**config.mk**
```make
export PLATFORM = sky130hd
export DESIGN_NAME = instr_fetch_flat
export DESIGN_NICKNAME = d
export VERILOG_FILES = /design/src/rtl/instr_fetch_pkg.sv /design/src/rtl/instr_fetch_if.sv /design/src/rtl/fetch_buffer.sv /design/src/rtl/instr_fetch.sv /design/src/flat_wrapper.sv
export SDC_FILE = /design/constraint.sdc
export NUM_CORES = 1
export LEC_CHECK = 0
export BUFFER_PORTS_ARGS = -buffer_cell sky130_fd_sc_hd__buf_4
export CORE_UTILIZATION = 40
export DETAILED_ROUTE_END_ITERATION = 8
export PLACE_DENSITY_LB_ADDON = 0.15
export REMOVE_ABC_BUFFERS = 1
export SYNTH_ARGS = -nofsm -noshare
export SYNTH_HDL_FRONTEND = slang
export SYNTH_SLANG_ARGS = --single-unit
```
**constraint.sdc**
```tcl
create_clock -name clk_i -period 5.5 [get_ports clk_i]
set_input_delay 1.1 -clock clk_i [delete_from_list [all_inputs] [get_ports clk_i]]
set_output_delay 1.1 -clock clk_i [all_outputs]
set_load 0.02 [all_outputs]
```
**src/rtl/instr_fetch_pkg.sv**
```systemverilog
// Shared types and constants for the Yarc instruction fetch stage.
// Holds the redirect-source encoding, the fetch buffer entry layout and the target mux.
package instr_fetch_pkg;

    typedef enum logic [1:0] {
        PC_JUMP = 2'd0,
        PC_MEPC = 2'd1,
        PC_TRAP = 2'd2
    } pc_sel_t;

    typedef enum logic {
        FS_RUN       = 1'b0,
        FS_IDLE_KILL = 1'b1
    } fetch_state_t;

    typedef struct packed {
        logic [31:0] pc;
        logic [31:0] instr;
    } fetch_entry_t;

    localparam logic [31:0] NOP_INSTR             = 32'h0000_0013;
    localparam int          FETCH_MAX_OUTSTANDING = 2;

    // mtvec is direct-mode only, so its low bits are dropped together with the
    // alignment bits of every other target; misalignment is trapped later in EX.
    function automatic logic [31:0] redirect_target(
        input pc_sel_t     sel,
        input logic [31:0] branch_target,
        input logic [31:0] mepc,
        input logic [31:0] mtvec
    );
        logic [31:0] t;
        case (sel)
            PC_MEPC: t = mepc;
            PC_TRAP: t = mtvec;
            default: t = branch_target;
        endcase
        return t & 32'hFFFF_FFFC;
    endfunction

endpackage

```
**src/rtl/instr_fetch_if.sv**
```systemverilog
// Pipelined instruction-memory bus: per-cycle request offer, in-order responses.
interface instr_fetch_if;

    logic        req;
    logic [31:0] addr;
    logic        gnt;
    logic        rvalid;
    logic [31:0] rdata;

    modport master (
        output req,
        output addr,
        input  gnt,
        input  rvalid,
        input  rdata
    );

    modport slave (
        input  req,
        input  addr,
        output gnt,
        output rvalid,
        output rdata
    );

endinterface

```
**src/rtl/fetch_buffer.sv**
```systemverilog
// Two-entry synchronous FIFO of {pc, instr} sitting between the memory bus and IF/ID.
// Clear beats push and pop; the head is read combinationally.
module fetch_buffer
    import instr_fetch_pkg::*;
(
    input  logic         clk_i,
    input  logic         rst_i,
    input  logic         clear_i,
    input  logic         push_i,
    input  fetch_entry_t push_data_i,
    input  logic         pop_i,
    output fetch_entry_t head_o,
    output logic [1:0]   count_o
);

    fetch_entry_t r_mem [2];
    logic         r_wr_ptr;
    logic         r_rd_ptr;
    logic [1:0]   r_count;

    logic w_do_push;
    logic w_do_pop;

    assign w_do_pop  = pop_i && (r_count != 2'd0);
    assign w_do_push = push_i && ((r_count != 2'd2) || w_do_pop);

    always_ff @(posedge clk_i) begin
        if (w_do_push && !clear_i) begin
            r_mem[r_wr_ptr] <= push_data_i;
        end
    end

    always_ff @(posedge clk_i) begin
        if (rst_i || clear_i) begin
            r_wr_ptr <= 1'b0;
            r_rd_ptr <= 1'b0;
            r_count  <= 2'd0;
        end else begin
            if (w_do_push) begin
                r_wr_ptr <= ~r_wr_ptr;
            end
            if (w_do_pop) begin
                r_rd_ptr <= ~r_rd_ptr;
            end
            r_count <= r_count + {1'b0, w_do_push} - {1'b0, w_do_pop};
        end
    end

    assign head_o  = r_mem[r_rd_ptr];
    assign count_o = r_count;

endmodule

```
**src/rtl/instr_fetch.sv**
```systemverilog
// Yarc IF stage: fetch PC, credit-limited imem requests, stale-response killing,
// fetch buffer and the IF/ID register.
module instr_fetch
    import instr_fetch_pkg::*;
#(
    parameter logic [31:0] BOOT_PC = 32'h0000_0000
) (
    input  logic          clk_i,
    input  logic          rst_i,
    input  logic          new_pc_en_i,
    input  pc_sel_t       pc_sel_i,
    input  logic [31:0]   branch_target_i,
    input  logic [31:0]   mepc_i,
    input  logic [31:0]   mtvec_i,
    input  logic          if_stall_i,
    input  logic          if_flush_i,
    instr_fetch_if.master imem,
    output logic [31:0]   if_id_instr_o,
    output logic [31:0]   if_id_pc_o,
    output logic          if_id_instr_valid_o,
    output logic [31:0]   if_pc_o
);

    logic [31:0]  r_fetch_pc;
    logic [31:0]  r_dpc;
    logic [1:0]   r_outstanding;
    logic [1:0]   r_kill_cnt;
    fetch_state_t r_state;
    logic [31:0]  r_if_id_instr;
    logic [31:0]  r_if_id_pc;
    logic         r_if_id_valid;

    logic [31:0]  w_target;
    logic [1:0]   w_fifo_count;
    fetch_entry_t w_fifo_head;
    fetch_entry_t w_push_data;
    logic [31:0]  w_rsp_pc;
    logic         w_credit_ok;
    logic         w_grant;
    logic         w_live;
    logic         w_load;
    logic         w_pop;
    logic         w_bypass;
    logic         w_push;
    logic [1:0]   w_kill_new;
    logic [1:0]   w_outstanding_next;

    assign w_target = redirect_target(pc_sel_i, branch_target_i, mepc_i, mtvec_i);

    // Killed requests still hold a credit until their response comes back.
    assign w_credit_ok = ({1'b0, r_outstanding} + {1'b0, w_fifo_count})
                         < 3'(FETCH_MAX_OUTSTANDING);

    assign imem.req  = !rst_i && !new_pc_en_i && w_credit_ok;
    assign imem.addr = r_fetch_pc;

    assign w_grant = imem.req && imem.gnt;
    assign w_live  = imem.rvalid && !new_pc_en_i && (r_state == FS_RUN);
    assign w_load  = !new_pc_en_i && !if_stall_i && !if_flush_i;

    // Buffered entries are dpc, dpc+4, ... so a live response follows them.
    assign w_rsp_pc    = r_dpc + {28'd0, w_fifo_count, 2'b00};
    assign w_push_data = '{pc: w_rsp_pc, instr: imem.rdata};

    assign w_pop    = w_load && (w_fifo_count != 2'd0);
    assign w_bypass = w_load && (w_fifo_count == 2'd0) && w_live;
    assign w_push   = w_live && !w_bypass;

    assign w_kill_new         = r_outstanding - {1'b0, imem.rvalid};
    assign w_outstanding_next = r_outstanding + {1'b0, w_grant} - {1'b0, imem.rvalid};

    fetch_buffer u_fetch_buffer (
        .clk_i       (clk_i),
        .rst_i       (rst_i),
        .clear_i     (new_pc_en_i),
        .push_i      (w_push),
        .push_data_i (w_push_data),
        .pop_i       (w_pop),
        .head_o      (w_fifo_head),
        .count_o     (w_fifo_count)
    );

    always_ff @(posedge clk_i) begin
        if (rst_i) begin
            r_fetch_pc    <= BOOT_PC;
            r_dpc         <= BOOT_PC;
            r_outstanding <= 2'd0;
            r_kill_cnt    <= 2'd0;
            r_state       <= FS_RUN;
            r_if_id_valid <= 1'b0;
            r_if_id_instr <= NOP_INSTR;
            r_if_id_pc    <= 32'h0000_0000;
        end else begin
            r_outstanding <= w_outstanding_next;
            if (new_pc_en_i) begin
                r_fetch_pc    <= w_target;
                r_dpc         <= w_target;
                r_kill_cnt    <= w_kill_new;
                r_state       <= (w_kill_new != 2'd0) ? FS_IDLE_KILL : FS_RUN;
                r_if_id_valid <= 1'b0;
            end else begin
                if (w_grant) begin
                    r_fetch_pc <= r_fetch_pc + 32'd4;
                end
                if ((r_state == FS_IDLE_KILL) && imem.rvalid) begin
                    r_kill_cnt <= r_kill_cnt - 2'd1;
                    if (r_kill_cnt == 2'd1) begin
                        r_state <= FS_RUN;
                    end
                end
                if (w_pop) begin
                    r_if_id_valid <= 1'b1;
                    r_if_id_pc    <= w_fifo_head.pc;
                    r_if_id_instr <= w_fifo_head.instr;
                    r_dpc         <= r_dpc + 32'd4;
                end else if (w_bypass) begin
                    r_if_id_valid <= 1'b1;
                    r_if_id_pc    <= w_rsp_pc;
                    r_if_id_instr <= imem.rdata;
                    r_dpc         <= r_dpc + 32'd4;
                end else if (w_load || if_flush_i) begin
                    r_if_id_valid <= 1'b0;
                end
            end
        end
    end

    assign if_id_instr_o       = r_if_id_instr;
    assign if_id_pc_o          = r_if_id_pc;
    assign if_id_instr_valid_o = r_if_id_valid;
    assign if_pc_o             = r_if_id_valid ? r_if_id_pc : r_dpc;

endmodule

```
**src/flat_wrapper.sv**
```systemverilog
// flat-port wrapper written by rule: the top's interface ports become plain ports
module instr_fetch_flat import instr_fetch_pkg::*;
#(
    parameter logic [31:0] BOOT_PC = 32'h0000_0000
)
  (clk_i, rst_i, new_pc_en_i, pc_sel_i, branch_target_i, mepc_i, mtvec_i, if_stall_i, if_flush_i, if_id_instr_o, if_id_pc_o, if_id_instr_valid_o, if_pc_o, imem_req, imem_addr, imem_gnt, imem_rvalid, imem_rdata);
  instr_fetch_if imem_i ();
  input  logic clk_i;
  input  logic rst_i;
  input  logic new_pc_en_i;
  input  pc_sel_t pc_sel_i;
  input  logic [31:0] branch_target_i;
  input  logic [31:0] mepc_i;
  input  logic [31:0] mtvec_i;
  input  logic if_stall_i;
  input  logic if_flush_i;
  output logic [31:0] if_id_instr_o;
  output logic [31:0] if_id_pc_o;
  output logic if_id_instr_valid_o;
  output logic [31:0] if_pc_o;
  output wire logic [$bits(imem_i.req)-1:0] imem_req;
  output wire logic [$bits(imem_i.addr)-1:0] imem_addr;
  input wire logic [$bits(imem_i.gnt)-1:0] imem_gnt;
  input wire logic [$bits(imem_i.rvalid)-1:0] imem_rvalid;
  input wire logic [$bits(imem_i.rdata)-1:0] imem_rdata;
  assign imem_req = imem_i.req;
  assign imem_addr = imem_i.addr;
  assign imem_i.gnt = imem_gnt;
  assign imem_i.rvalid = imem_rvalid;
  assign imem_i.rdata = imem_rdata;
  instr_fetch #(.BOOT_PC(BOOT_PC)) u_core (.clk_i(clk_i), .rst_i(rst_i), .new_pc_en_i(new_pc_en_i), .pc_sel_i(pc_sel_i), .branch_target_i(branch_target_i), .mepc_i(mepc_i), .mtvec_i(mtvec_i), .if_stall_i(if_stall_i), .if_flush_i(if_flush_i), .imem(imem_i), .if_id_instr_o(if_id_instr_o), .if_id_pc_o(if_id_pc_o), .if_id_instr_valid_o(if_id_instr_valid_o), .if_pc_o(if_pc_o));
endmodule
```
* Yosys cells after proc, flatten, opt, wreduce, memory -nomap -nowiden
Memories as Yosys holds them, arrays and structs flattened. A register that Yosys moved wholly into a read port is not among the register bits. Cells that the tools add are included.
Word-level totals: word-level logic and storage cells 92, output and inout bits 130, input port bits 137, memories 1, flip-flop bits (word level) 138, bits in writable memories 128
Memories:
- u_core.u_fetch_buffer.r_mem | words 2, width 64, read ports 1, clocked after memory_dff 1, wr ports 1, RTL line fetch_buffer.sv:16 | fetch_entry_t r_mem [2];
Cells by class: multiplexer cells 24, $lt $le $gt $ge 1, $add $sub $neg 10, reduce and logical (&&, ||, !) cells 35, bitwise operators 4, equal/unequal tests 4
Operator list (number):
- $mux W32 | 10
- $add A32 B3 Y32 const B | 2
- $pmux W32 S2 | 1
- $add A32 B4 Y32 | 1
- $logic_and A1 B1 Y1 | 15
- $reduce_bool A2 Y1 | 6
- $mux W1 | 11
- $reduce_bool A3 Y1 | 2
- $sub A2 B1 Y2 | 3
- $logic_not A1 Y1 | 5
- $add A2 B1 Y2 | 2
- $eq A2 B1 Y1 const B | 2
- $mux W2 | 2
- $not A1 Y1 | 4
- $reduce_and A2 Y1 | 2
- $add A2 B2 Y3 | 1
- $logic_or A1 B1 Y1 | 3
- $lt A3 B2 Y1 const B | 1
- $eq A2 B2 Y1 const B | 1
- $logic_not A2 Y1 | 1
- $ne A2 B2 Y1 const B | 1
- $reduce_or A2 Y1 | 1
- $sub A2 B1 Y2 const B | 1

* Longest topological paths before layout
depth in word-level cells 11, mapped depth 9, gate-level depth less buffers 9

* By module
Synthesis repeated with hierarchy kept, for this count alone.
Second synthesis, totals: cells, all modules 1201, area total of the unflattened synthesis 13006.2 um^2
Modules (own cells, without submodules):
- instr_fetch | seq. area each 2602.5 um^2, times used 1, cells each 978, area an instance 7887.6 um^2
- fetch_buffer | seq. area each 3943.8 um^2, times used 1, cells each 223, area an instance 5118.7 um^2

* Worst setup path after synthesis
OpenSTA, ideal clock, no wires.
path kind input to register, from input port if_stall_i, to memory u_core.u_fetch_buffer.r_mem[0][0] in the netlist's numbering (enable), arrival time 4538 ps, stages 4, setup slack 472 ps, cell sequence nor3_1 > xnor2_1 > o21a_1 > nor2b_1
On the way: longest elaborated chain between the ends 11, elaborated cells between the ends (all ways) 14, those cells by class 2 x mux; 12 x reduce/logical
RTL lines:
- start: declaration | RTL line flat_wrapper.sv:15 | input logic if_stall_i;
- $logic_not A1 Y1 * | RTL line instr_fetch.sv:59 | assign w_load = !new_pc_en_i && !if_stall_i && !if_flush_i;
- $logic_and A1 B1 Y1 * (2 in series) | RTL line instr_fetch.sv:59
- $logic_and A1 B1 Y1 (2 in series) | RTL line instr_fetch.sv:66 | assign w_bypass = w_load && (w_fifo_count == 2'd0) && w_live;
- $logic_not A1 Y1 | RTL line instr_fetch.sv:67 | assign w_push = w_live && !w_bypass;
- $logic_and A1 B1 Y1 | RTL line instr_fetch.sv:67
- $logic_and A1 B1 Y1 * | RTL line fetch_buffer.sv:25 | assign w_do_push = push_i && ((r_count != 2'd2) || w_do_pop);
- $logic_and A1 B1 Y1 * | RTL line fetch_buffer.sv:28 | if (w_do_push && !clear_i) begin
- $mux W1 * | RTL line fetch_buffer.sv:28
- $mux W1 (implied by the code) * | RTL line fetch_buffer.sv:29 | r_mem[r_wr_ptr] <= push_data_i;
- end: declaration | RTL line fetch_buffer.sv:16
Mark *: on every way between the ends. The rest lies on a longest branch, timed or not.

* Final worst setup path
from input port new_pc_en_i, to output port imem_req
On the way: longest elaborated chain between the ends 3
RTL lines:
- start: declaration | RTL line flat_wrapper.sv:10 | input logic new_pc_en_i;
- $logic_not A1 Y1 | RTL line instr_fetch.sv:54 | assign imem.req = !rst_i && !new_pc_en_i && w_credit_ok;
- $logic_and A1 B1 Y1 (2 in series) | RTL line instr_fetch.sv:54
- end: declaration | RTL line flat_wrapper.sv:21 | output wire logic [$bits(imem_i.req)-1:0] imem_req;
Every way passes these cells.

==> results.json <==
{
  "path_clk_slew_ns": 0.06,
  "ys_ff_latch": 257,
  "top_layer_used": "met4",
  "antenna_found_initial": 0,
  "clk_path_buf_depth": 3,
  "outcome": "finished with violations",
  "clock-sinks": 257,
  "hold_viol_final": 0,
  "cp_max_fo": 49,
  "leakagePower_uw": 0.005704,
  "drtAntennaViolNets": 0,
  "routed_wl_um": 35110,
  "power_frac_comb_pct": 11.0,
  "cts_buffers": 28,
  "async_flop_share_pct": 0,
  "finClkSkew_ns": 0.01346,
  "switching_share_pct": 24.34,
  "drt_iter0_markers": 536,
  "place_ws_ns": 1.602,
  "rsz0062_at_grt": "no",
  "dieArea_um2": 32060,
  "worst_hold_path_type": "flop to flop",
  "place_congestion": 0.8589,
  "cts_hold_buf": 0,
  "port_buffers": 254,
  "synth_edf_count": 124,
  "diodes": 0,
  "htree_levels": 1,
  "worst_pin_slew_ns": 0.9841,
  "cts_root_buf": "clkbuf_16",
  "power.switching_uw": 1116,
  "overflow": 0,
  "syn2layout_area_growth_pct": 24.53,
  "period_needed_ns": 3.371,
  "firstDrtPassIters": 7,
  "synth_ff_type": "dfxtp_1",
  "grt_pass1_vias": 9500,
  "num_rows": 64,
  "maxSlewViolCount": 0,
  "synth-seq-area-share_pct": 50.92,
  "endpoint_kind": "output pin",
  "criticalPathCategory": "input port to output pin",
  "drive_gt1_share_pct": 25.24,
  "dr_wl_met2_um": 16270,
  "wl_met3_um": 2700,
  "start_util_pct": 40.78,
  "p_seq_share_pct": 46.9,
  "met1_length_um": 15700,
  "fmax_ghz": 0.2967,
  "drcViolationCount": 29,
  "yosysUniqueCellTypes": 80,
  "grt_pass1_wl_um": 53620,
  "wl_per_cell_um": 18.98,
  "worst_setup_path_start_kind": "input port",
  "relSlewSlack_pct": 34.39,
  "required_ns": 4.40,
  "fin_ws_ns": 2.129,
  "clock_latency_ns": 0.54,
  "fin_setup_tns_ns": 0,
  "mostFrequentLayoutCell": "buf_4",
  "violations": "design-rule violations",
  "cap_violations": 0,
  "num_vias": 10189,
  "arrival_ns": 2.27,
  "syn_area_um2": 12540,
  "cts_tree": "built",
  "p_int_uw": 3471,
  "mostFrequentLayoutCells": "buf_4, nand2_1, dfxtp_1",
  "nNetsFinal": 1583,
  "synth_area_per_cell_um2": 10.16,
  "postCtsResizedCells": 0,
  "power_frac_clock_pct": 42.0,
  "track_usage_pct": 21.51,
  "ir_drop_mv": 0.2114,
  "syn_inst": 1234,
  "io_pins": 267,
  "hpwl_um": 23400,
  "power_density_nw_per_um2": 293.7,
  "yosys_warnings": 0,
  "setup_viol": 0,
  "grt_max_degree": 65,
  "die_x_um": 179.1,
  "via_per_inst": 5.508,
  "period_share_pct": 61.29,
  "die_h_um": 179.1,
  "cts_setup_buffers": 0,
  "fp.coreArea_um2": 30750
}
-- cells in the mapped netlist, drive strengths merged (12+ instances only) --
cell type / count / area share, %
nand2: 161 / 4.8
dfxtp: 133 / 21
edfxtp: 124 / 30
a21oi: 90 / 3.6
nor2: 62 / 1.9
mux2i: 61 / 4.9
clkbuf: 59 / 1.8
buf: 41 / 1.7
o211ai: 41 / 2.5
o21ai: 40 / 1.6
xor2: 35 / 2.4
nand3: 32 / 1.3
nor3: 32 / 1.3
xnor2: 31 / 2.2
mux2: 29 / 2.6
a22oi: 28 / 1.7
nand4: 26 / 1.5
a211oi: 15 / 0.90
a211o: 14 / 0.98
inv: 12 / 0.36
o21bai: 12 / 0.72
-- layout make-up --
type	instances	area [um^2]
clock buffers	38	852.1
clock inverters	12	107.6
fillers	2921	15130
inverters	13	48.80
multi-input cells	869	5722
flip-flops and latches	257	6390
well taps	396	495.5
repair buffers	265	2002
-- metal layers --
metal,track usage [%],vias up
met5,0,-
met2,35.46,333
met4,4.590,0
li1,-,4959
met1,29.31,4861
met3,3.859,36
-- final timing paths --
path,start,end,slack (ns),depth (start not counted)
setup reg to reg,u_core.u_fetch_buffer.count_o[1]$_SDFF_PP0_,u_core.r_dpc[6]$_SDFFE_PP0P_,2.44,6
setup / recovery,new_pc_en_i,imem_req,2.13,4
hold / removal,u_core.if_id_instr_o[30]$_SDFFE_PP0P_,u_core.if_id_instr_o[30]$_SDFFE_PP0P_,0.45,2
hold reg to reg,u_core.if_id_instr_o[30]$_SDFFE_PP0P_,u_core.if_id_instr_o[30]$_SDFFE_PP0P_,0.45,2
-- metrics by stage --
stage	total power (uW)	std cells	utilization (%)	hold WS (ns)	area, um^2
after CTS	4632	1850	50.79	0.4565	15620
final	4587	1850	50.79	0.4531	15620
after detailed placement	2701	1800	47.67	0.4483	14660
after floorplan	2443	1139	-	0.4533	12120
after global placement	2693	1800	47.67	0.4417	14660
after global routing	4762	1850	50.79	0.4710	15620
-- state kept, by name, summed over array words and instances, names as in the netlist, named ones only --
name / count
u_core.r_state: 1
u_core.if_id_pc_o: 30
u_core.u_fetch_buffer.r_rd_ptr: 1
u_core.imem.addr: 30
u_core.u_fetch_buffer.r_mem: 124
u_core.if_id_instr_o: 32
u_core.r_outstanding: 2
u_core.if_id_instr_valid_o: 1
u_core.r_kill_cnt: 2
u_core.u_fetch_buffer.count_o: 2
u_core.r_dpc: 30
u_core.u_fetch_buffer.r_wr_ptr: 1
-- cells by family after synthesis --
| family | share of synthesized area (%) |
|---|---|
| multiplexers | 7.473 |
| buffers and inverters | 3.861 |
| AO/OA/AOI/OAI | 16.32 |
| other | 0.02990 |
| XOR/XNOR | 4.609 |
| flip-flops | 50.92 |
| adder cells (fa/ha/maj) | 1.317 |
| AND/OR/NAND/NOR | 15.46 |
-- power groups by stage --
stage,Sequential [uW],Clock [uW],Combinational [uW]
6_report,2150,1930,507
5_1_grt,2160,2040,557
4_1_cts,2150,1970,511
3_5_place_dp,2190,0,509
3_3_place_gp,2190,0,503
2_1_floorplan,2210,0,237
-- critical path, cell delays in order --
cell and delay [ns]:
buf_4 0.28, or2_2 0.50, nor3_1 0.17, buf_4 0.18
Power figures use the tool's default switching activity.
